File: src/rtl/vedic_pkg.sv
// Shared definitions for the sequenced 16x16 Vedic multiplier controller:
// FSM state encoding, datapath widths, partial-product shift amounts and
// the magnitude helper used by the optional signed build.
package vedic_pkg;

    localparam int VMUL_HALF_W = 8;
    localparam int VMUL_FULL_W = 16;
    localparam int VMUL_PROD_W = 32;

    // Left shift applied to each 8x8 partial product before accumulation
    localparam int VMUL_SH_PP0  = 0;
    localparam int VMUL_SH_PP12 = 8;
    localparam int VMUL_SH_PP3  = 16;

    typedef enum logic [2:0] {
        ST_IDLE = 3'd0,
        ST_PP0  = 3'd1,
        ST_PP1  = 3'd2,
        ST_PP2  = 3'd3,
        ST_PP3  = 3'd4,
        ST_DONE = 3'd5
    } vmul_state_t;

    // Unsigned magnitude of a 16-bit two's-complement value; -32768 maps to 0x8000
    function automatic logic [VMUL_FULL_W-1:0] vmul_mag16(input logic [VMUL_FULL_W-1:0] v);
        logic [VMUL_FULL_W-1:0] m;
        if (v[VMUL_FULL_W-1]) begin
            m = ~v + 16'd1;
        end else begin
            m = v;
        end
        return m;
    endfunction

endpackage

File: src/rtl/vedic_8X8.sv
// Combinational 8x8 unsigned Vedic multiplier core. The operands are split
// into nibbles; the four nibble products (vertical and crosswise terms) are
// aligned and summed into the 16-bit product.
module vedic_8X8 (
    input  logic [7:0]  a,
    input  logic [7:0]  b,
    output logic [15:0] c
);

    logic [7:0] pp_ll_s;
    logic [7:0] pp_hl_s;
    logic [7:0] pp_lh_s;
    logic [7:0] pp_hh_s;

    assign pp_ll_s = {4'd0, a[3:0]} * {4'd0, b[3:0]};
    assign pp_hl_s = {4'd0, a[7:4]} * {4'd0, b[3:0]};
    assign pp_lh_s = {4'd0, a[3:0]} * {4'd0, b[7:4]};
    assign pp_hh_s = {4'd0, a[7:4]} * {4'd0, b[7:4]};

    // Vertical terms at weight 1 and 256, crosswise terms at weight 16
    assign c = {8'd0, pp_ll_s}
             + {4'd0, pp_hl_s, 4'd0}
             + {4'd0, pp_lh_s, 4'd0}
             + {pp_hh_s, 8'd0};

endmodule

File: src/rtl/vedic_seq16_ctrl.sv
// 16x16 multiplier built by time-multiplexing one vedic_8X8 core over four
// partial-product cycles, with valid/ready handshakes on both sides.
// Optional build macro: VMUL_SIGNED_EN (two's-complement operands via
// sign/magnitude; when undefined the operands are unsigned and no sign
// logic exists).
module vedic_seq16_ctrl
    import vedic_pkg::*;
#(
    parameter int W_HALF = VMUL_HALF_W
) (
    input  logic        clk,
    input  logic        rst_n,
    input  logic        in_valid,
    output logic        in_ready,
    input  logic [15:0] in_a,
    input  logic [15:0] in_b,
    output logic        out_valid,
    input  logic        out_ready,
    output logic [31:0] out_p,
    output logic        busy
);

    vmul_state_t              state_r;
    vmul_state_t              state_nxt_s;
    logic [VMUL_FULL_W-1:0]   ra_r;
    logic [VMUL_FULL_W-1:0]   rb_r;
    logic [VMUL_PROD_W-1:0]   acc_r;
    logic [VMUL_PROD_W-1:0]   out_p_r;
    logic                     out_valid_r;
`ifdef VMUL_SIGNED_EN
    logic                     neg_r;
`endif

    logic [W_HALF-1:0]        core_a_s;
    logic [W_HALF-1:0]        core_b_s;
    logic [2*W_HALF-1:0]      core_c_s;
    logic [VMUL_PROD_W-1:0]   pp_term_s;
    logic [VMUL_PROD_W-1:0]   acc_sum_s;
    logic [VMUL_PROD_W-1:0]   final_s;
    logic [VMUL_FULL_W-1:0]   in_a_lat_s;
    logic [VMUL_FULL_W-1:0]   in_b_lat_s;

    vedic_8X8 u_core (
        .a (core_a_s),
        .b (core_b_s),
        .c (core_c_s)
    );

    // Operand values captured at acceptance: raw in the unsigned build, magnitudes otherwise
`ifdef VMUL_SIGNED_EN
    assign in_a_lat_s = vmul_mag16(in_a);
    assign in_b_lat_s = vmul_mag16(in_b);
`else
    assign in_a_lat_s = in_a;
    assign in_b_lat_s = in_b;
`endif

    // State register
    always_ff @(posedge clk or negedge rst_n) begin
        if (!rst_n) begin
            state_r <= ST_IDLE;
        end else begin
            state_r <= state_nxt_s;
        end
    end

    // Next-state decode and per-state core operand selection (idle operands are zero)
    always_comb begin
        state_nxt_s = state_r;
        core_a_s    = {W_HALF{1'b0}};
        core_b_s    = {W_HALF{1'b0}};
        case (state_r)
            ST_IDLE: begin
                if (in_valid) begin
                    state_nxt_s = ST_PP0;
                end else begin
                    state_nxt_s = ST_IDLE;
                end
            end
            ST_PP0: begin
                core_a_s    = ra_r[W_HALF-1:0];
                core_b_s    = rb_r[W_HALF-1:0];
                state_nxt_s = ST_PP1;
            end
            ST_PP1: begin
                core_a_s    = ra_r[2*W_HALF-1:W_HALF];
                core_b_s    = rb_r[W_HALF-1:0];
                state_nxt_s = ST_PP2;
            end
            ST_PP2: begin
                core_a_s    = ra_r[W_HALF-1:0];
                core_b_s    = rb_r[2*W_HALF-1:W_HALF];
                state_nxt_s = ST_PP3;
            end
            ST_PP3: begin
                core_a_s    = ra_r[2*W_HALF-1:W_HALF];
                core_b_s    = rb_r[2*W_HALF-1:W_HALF];
                state_nxt_s = ST_DONE;
            end
            ST_DONE: begin
                if (out_ready) begin
                    state_nxt_s = ST_IDLE;
                end else begin
                    state_nxt_s = ST_DONE;
                end
            end
            default: begin
                state_nxt_s = ST_IDLE;
            end
        endcase
    end

    // Align the current core product and add it into the running sum
    always_comb begin
        pp_term_s = {VMUL_PROD_W{1'b0}};
        acc_sum_s = acc_r;
        case (state_r)
            ST_PP0: begin
                pp_term_s = {16'd0, core_c_s} << VMUL_SH_PP0;
                acc_sum_s = pp_term_s;
            end
            ST_PP1, ST_PP2: begin
                pp_term_s = {16'd0, core_c_s} << VMUL_SH_PP12;
                acc_sum_s = acc_r + pp_term_s;
            end
            ST_PP3: begin
                pp_term_s = {16'd0, core_c_s} << VMUL_SH_PP3;
                acc_sum_s = acc_r + pp_term_s;
            end
            default: begin
                pp_term_s = {VMUL_PROD_W{1'b0}};
                acc_sum_s = acc_r;
            end
        endcase
    end

    // Final product: negated when exactly one operand was negative
    always_comb begin
        final_s = acc_sum_s;
`ifdef VMUL_SIGNED_EN
        if (neg_r) begin
            final_s = ~acc_sum_s + 32'd1;
        end else begin
            final_s = acc_sum_s;
        end
`endif
    end

    // Operand capture, accumulation and registered result handoff
    always_ff @(posedge clk or negedge rst_n) begin
        if (!rst_n) begin
            ra_r        <= 16'd0;
            rb_r        <= 16'd0;
            acc_r       <= 32'd0;
            out_p_r     <= 32'd0;
            out_valid_r <= 1'b0;
`ifdef VMUL_SIGNED_EN
            neg_r       <= 1'b0;
`endif
        end else begin
            case (state_r)
                ST_IDLE: begin
                    if (in_valid) begin
                        ra_r  <= in_a_lat_s;
                        rb_r  <= in_b_lat_s;
                        acc_r <= 32'd0;
`ifdef VMUL_SIGNED_EN
                        neg_r <= in_a[15] ^ in_b[15];
`endif
                    end
                end
                ST_PP0, ST_PP1, ST_PP2: begin
                    acc_r <= acc_sum_s;
                end
                ST_PP3: begin
                    acc_r       <= final_s;
                    out_p_r     <= final_s;
                    out_valid_r <= 1'b1;
                end
                ST_DONE: begin
                    if (out_ready) begin
                        out_valid_r <= 1'b0;
                    end
                end
                default: begin
                    out_valid_r <= 1'b0;
                end
            endcase
        end
    end

    assign in_ready  = (state_r == ST_IDLE);
    assign busy      = (state_r != ST_IDLE);
    assign out_valid = out_valid_r;
    assign out_p     = out_p_r;

endmodule

File: config.mk
export PLATFORM = sky130hd
export DESIGN_NAME = vedic_seq16_ctrl
export DESIGN_NICKNAME = d
export VERILOG_FILES = /design/src/rtl/vedic_pkg.sv /design/src/rtl/vedic_8X8.sv /design/src/rtl/vedic_seq16_ctrl.sv
export SDC_FILE = /design/constraint.sdc
export NUM_CORES = 1
export LEC_CHECK = 0
export ABC_AREA = 1
export ABC_CLOCK_PERIOD_IN_PS = 6900
export CAP_MARGIN = 30
export CORE_ASPECT_RATIO = 1.25
export CORE_UTILIZATION = 54
export CTS_CLUSTER_SIZE = 14
export DETAILED_ROUTE_END_ITERATION = 16
export GPL_TIMING_DRIVEN = 1
export PLACE_DENSITY = 0.78
export SYNTH_ARGS = -nofsm -noshare
export SYNTH_HDL_FRONTEND = slang
export SYNTH_SLANG_ARGS = --single-unit
File: constraint.sdc
create_clock -name clk -period 6.9 [get_ports clk]
set_clock_uncertainty 0.05 [all_clocks]
set_input_delay 1.035 -clock clk [delete_from_list [all_inputs] [get_ports clk]]
set_output_delay 1.035 -clock clk [all_outputs]
set_load 0.05 [all_outputs]
==> results of run 1 <==
worst max path at each step:
stage / startpoint / endpoint / slack (ns) / cells past startpoint
after floorplan: state_r[2] / acc_r[26] / -0.006 / 39
after global placement: state_r[2] / acc_r[25] / -0.57 / 35
after detailed placement: state_r[1] / acc_r[25] / -0.62 / 36
after CTS: state_r[1] / acc_r[31] / 0.002 / 37
after global routing: state_r[1] / acc_r[25] / -0.50 / 40
final: state_r[1] / acc_r[31] / -0.24 / 39
what timing repair did:
| action | CTS | global route |
|---|---|---|
| endpoints found under the setup margin | 18 | 21 |
| buffers inserted | 12 | 14 |
| resized for setup | 79 | 110 |
| cloned | 1 | 0 |
| pin swaps | 58 | 69 |
routing by layer:
| metal | share of wire, % | wire length [um] |
|---|---|---|
| met1 | 40 | 10900 |
| met3 | 5.7 | 1550 |
| met2 | 50 | 13500 |
| met5 | 0 | 0 |
| met4 | 4.6 | 1250 |
report_power, final:
part,leakage (nW),switching [W],internal (W),total [W]
Combinational,4.81,0.00286,0.00196,0.00482
Clock,0.151,0.000263,0.000262,0.000525
Sequential,1.29,0.000169,0.000828,0.000997
Total,6.26,0.00329,0.00305,0.00635
flip-flops by register name, indices dropped and copies added, names as in the netlist:
register,cells
acc_r,32
out_p,32
out_valid,1
ra_r,16
rb_r,16
state_r,3
cells by family after synthesis:
group / synth area share [%]
buffers and inverters: 9.42
AO/OA/AOI/OAI: 13.5
XOR/XNOR: 2.58
adder cells (fa/ha/maj): 20.7
flip-flops: 29.4
AND/OR/NAND/NOR: 24.4
per-stage QoR:
stage	power, W	util [%]
6_report	0.00635	77.5
5_1_grt	0.00674	77.5
4_1_cts	0.00575	73.4
3_5_place_dp	0.00490	68.1
3_3_place_gp	0.00480	68.0
2_1_floorplan	0.00335	-
worst max-delay path: cells and delay by family, from the launching register on:
family,cells,cell delay (ns)
AND/OR/NAND/NOR,14,1.45
XOR/XNOR,2,0.45
buffers and inverters,7,0.57
flip-flops,1,0.39
AO/OA/AOI/OAI,8,1.00
adder cells (fa/ha/maj),8,3.11
Yosys cell counts (all sizes together):
master / instances
o221ai: 1
nor2: 41
o21bai: 2
nand3: 57
o211ai: 7
xor2: 16
dfrtp: 100
nor4: 1
o2111ai: 6
nor3: 11
a221o: 1
a211oi: 1
or2: 8
o31ai: 2
nand2: 371
o22ai: 10
a21oi: 61
fa: 26
a21o: 9
clkbuf: 11
a21boi: 2
o21a: 2
o21ai: 90
nand4: 11
a31oi: 4
ha: 99
xnor2: 9
inv: 190
buf: 8
nand3b: 1
area by class of cell:
type                       instances  share of cell area, %
inverter                         190                   6.09
multi-input combinational        850                   52.6
sequential                       100                   21.3
clock buffer                       9                   1.91
timing repair buffer             202                   15.2
tap                              208                   2.21
clock inverter                     7                  0.732
==> results.yml, run 1 <==
outcome:
  status: "finished with violations"
  failed_checks: "setup timing"
synth:
  syn-cell-area_um2: 8500
  synthesis.nets: 1319
  synth_top_area_share_pct: 29.4
  seq_area_frac_synth_pct: 29.4
  synth_top_area_cell: "dfrtp_1"
  synth_area_leaders: "dfrtp_1, nand2_1, ha_1"
  syn_inst: 1158
  ys_ff_latch: 100
  yosysWarnings: 0
  avgSynthCellArea_um2: 7.34
  yosysUniqueCellTypes: 40
placement:
  dp_hpwl_um: 19500
  gp_congestion: 0.994
  placed_area_um2: 10400
  dp_slack_ns: -0.619
  port_buffers: 70
  dp.cells: 1523
finish:
  most-common-layout-cells: "nand2_1, inv_1, buf_4, dfrtp_1, ha_1"
  finalInstanceArea_um2: 11800
  final_common_cell: "nand2_1"
  fin_cells: 1566
  regArea_um2: 2500
  drive_gt1_share_pct: 24.7
  n_antenna_cell: 0
  syn_to_final_growth_pct: 38.7
  num-fill-cells: 1043
  layout.nets: 1514
  multi_input_area_um2: 6210
pwr:
  leakagePower_nw: 6.26
  ir_drop_v: 0.000357
  p_per_area_nw_per_um2: 538
die:
  pin_count: 71
  die_y_um: 142
  fp.dieW_um: 114
  start_util_pct: 55.9
  die_area_um2: 16300
  coreArea_um2: 15200
  num_rows: 50
timing:
  slew-limit-headroom_pct: 39.4
  setup_viol: 15
  worstMarginPinSlew_ns: 0.903
  hold_slack_ns: 0.430
  tns_ns: -1.92
  min_period_ns: 7.14
  drv_slew: 0
  fmax_mhz: 140
  hold_viol: 0
  worst_slack_ns: -0.241
  rsz0062_at_grt: "yes"
  period_share_pct: 103
critical_path:
  required_ns: 7.09
  worst-setup-path-type: "flop to flop"
  slowest_delay_ns: 0.56
  reg2reg_depth: 39
  critical_path_arrival_ns: 7.33
  cp-start-kind: "flop"
  slowest_stage: "fa_1"
  end_kind: "flop"
  reg2reg_to: "acc_r[31]"
  r2r_slack_ns: -0.24
  cp_max_fo: 4
  r2r_start: "state_r[1]"
clocking:
  cts_buffer_depth: 2
  cts_tree: "done"
  clk_latency_ns: 0.36
  cts_buffers: 9
  cts_sinks: 100
  h-tree-depth: 3
  clockRootBuffer: "clkbuf_16"
  path_clk_slew_ns: 0.08
  hold_buffers: 0
drt:
  drtIter0Drc: 569
  ant_nets: 0
  wl_per_cell_um: 17.4
  viasPerCell: 5.57
  first_pass_iters: 5
  wl_um: 27200
  via_count: 8721
  drc: 0
grt:
  top_usage_layer: "met2"
  grt.overflow.total: 0
  grt_util_met3_pct: 5.15
  grt_max_degree: 76
  use_met2_pct: 55.7
  grt_usage_pct: 32.6
  grt_first_pass_wirelength_um: 41600
  met1_usage_pct: 40.7
  grt_pass1_vias: 8609
  antenna_found_initial: 0
hold_path:
  holdPathEnd: "out_p[15]"
  hold_depth: 2
  hold_start: "out_p[15]"
  hold_class: "flop to flop"
job:
  drv_cap: 0
(Power assumes the default switching activity.)
==> run 2, diff against run 1 <==
--- a/config.mk
+++ b/config.mk
@@ -6,14 +6,15 @@
 export NUM_CORES = 1
 export LEC_CHECK = 0
 export ABC_AREA = 1
-export ABC_CLOCK_PERIOD_IN_PS = 6900
+export ABC_CLOCK_PERIOD_IN_PS = 7950
 export CAP_MARGIN = 30
 export CORE_ASPECT_RATIO = 1.25
-export CORE_UTILIZATION = 54
+export CORE_UTILIZATION = 60
+export CTS_CLUSTER_DIAMETER = 150
 export CTS_CLUSTER_SIZE = 14
 export DETAILED_ROUTE_END_ITERATION = 16
 export GPL_TIMING_DRIVEN = 1
-export PLACE_DENSITY = 0.78
+export PLACE_DENSITY = 0.82
 export SYNTH_ARGS = -nofsm -noshare
 export SYNTH_HDL_FRONTEND = slang
 export SYNTH_SLANG_ARGS = --single-unit
==> constraint.sdc (replaced) <==
create_clock -name clk -period 7.95 [get_ports clk]
set_clock_uncertainty 0.05 [all_clocks]
set_input_delay 1.1925 -clock clk [delete_from_list [all_inputs] [get_ports clk]]
set_output_delay 1.1925 -clock clk [all_outputs]
set_load 0.05 [all_outputs]
==> results.yml, run 2 (same netlist as run 1, synthesis figures left out) <==
critical_path:
  cp_max_fo: 7
  critical_path_arrival_ns: 7.73
  slowest_delay_ns: 0.55
  end_kind: "flop"
  slowest_stage: "fa_1"
  worst-setup-path-type: "flop to flop"
  cp-start-kind: "flop"
  r2r_slack_ns: 0.41
  required_ns: 8.14
job:
  drv_cap: 0
placement:
  gp_congestion: 0.996
  dp.cells: 1409
  port_buffers: 70
  dp_hpwl_um: 17600
drt:
  ant_nets: 0
  drtIter0Drc: 498
  wl_um: 22800
  first_pass_iters: 7
  viasPerCell: 5.58
  via_count: 8007
  wl_per_cell_um: 15.9
  drc: 0
outcome:
  status: "finished, final reports clean"
grt:
  grt_first_pass_wirelength_um: 37000
  antenna_found_initial: 0
  top_usage_layer: "met2"
  met1_usage_pct: 39.3
  grt_pass1_vias: 7958
  grt_usage_pct: 32.7
  grt.overflow.total: 0
  use_met2_pct: 57.4
  grt_max_degree: 62
  grt_util_met3_pct: 4.68
timing:
  fmax_mhz: 133
  hold_viol: 0
  drv_slew: 0
  min_period_ns: 7.54
  setup_viol: 0
  tns_ns: 0
  worstMarginPinSlew_ns: 0.878
  slew-limit-headroom_pct: 40.9
  period_share_pct: 94.9
pwr:
  p_per_area_nw_per_um2: 432
  leakagePower_nw: 5.64
  ir_drop_v: 0.000274
  totalPowerFinal_w: 0.00435
clocking:
  cts_buffers: 9
  h-tree-depth: 3
  path_clk_slew_ns: 0.07
  cts_tree: "done"
  cts_sinks: 100
  clockRootBuffer: "clkbuf_16"
  clk_latency_ns: 0.36
  cts_buffer_depth: 2
  hold_buffers: 0
die:
  die_area_um2: 14700
  num_rows: 48
  pin_count: 71
  die_y_um: 135
  start_util_pct: 61.5
  fp.dieW_um: 108
  coreArea_um2: 13800
finish:
  multi_input_area_um2: 5310
  drive_gt1_share_pct: 7.94
  n_antenna_cell: 0
  regArea_um2: 2500
  syn_to_final_growth_pct: 18.3
  num-fill-cells: 1121
  fin_cells: 1434
  layout.nets: 1415
  fin_util_pct: 72.8
  most-common-layout-cells: "nand2_1, inv_1, dfrtp_1, ha_1, clkdlybuf4s50_1"
  final_common_cell: "nand2_1"
hold_path:
  hold_class: "flop to flop"
-- run 2: changes by cell type in the layout (fill, tap and decap cells not counted), sizes merged --
cell / change
clkinvlp: +1
clkbuf: +1
inv: -2
buf: -98
bufinv: +1
clkinv: -1
a21oi: -1
-- run 2: per-stage QoR --
step           setup WS, ns  instance area, um2  hold WS (ns)
4_1_cts              0.0370                9860         0.427
2_1_floorplan         0.498                8500         0.399
6_report              0.406               10100         0.420
3_5_place_dp         0.0738                9540         0.408
5_1_grt             -0.0637               10100         0.456
3_3_place_gp          0.215                9510         0.403
-- run 2: final cells by class --
cell class              instances  share of cell area (%)
clock buffers                  10                    2.38
well taps                     175                    2.18
repair buffers                104                    9.80
clock inverters                 6                   0.821
inverters                     190                    7.12
flip-flops and latches        100                    24.9
multi-input cells             849                    52.8
-- run 2: power breakdown --
group / total, W / internal [W] / switching [W] / leakage (nW)
logic: 0.00302 / 0.00105 / 0.00197 / 4.19
clock network: 0.000477 / 0.000260 / 0.000217 / 0.154
registers: 0.000849 / 0.000719 / 0.000130 / 1.29
total: 0.00435 / 0.00203 / 0.00232 / 5.64
-- run 2: path summary, 6_finish.rpt --
path,startpoint,depth (start not counted),end
setup / recovery,state_r[0],39,acc_r[31]
hold / removal,out_p[10],2,out_p[10]
setup reg to reg,state_r[0],39,acc_r[31]
hold reg to reg,out_p[10],2,out_p[10]
max in group asynchronous,rst_n,2,state_r[0]
min in group asynchronous,rst_n,1,out_p[31]
-- run 2: worst max-delay path, delay by kind of cell (launching register included) --
kind            cells  cell delay (ns)
fa+ha+maj           8             3.36
compound gates     10             1.50
simple gates       12             1.07
buf+inv             8             0.72
flops               1             0.46
xor+xnor            1             0.23
-- run 2: routing by layer --
metal	share of wire, %	wire length, um	vias up
met5	0	0	-
met4	3.9	891	0
met3	4.8	1090	70
met2	50	11400	246
met1	41	9400	3759
li1	-	-	3932
-- run 2: timing repair --
item                       4_1_cts  5_1_grt
gates resized for setup          0       31
setup endpoints to repair        0       15
setup buffers                    0        9
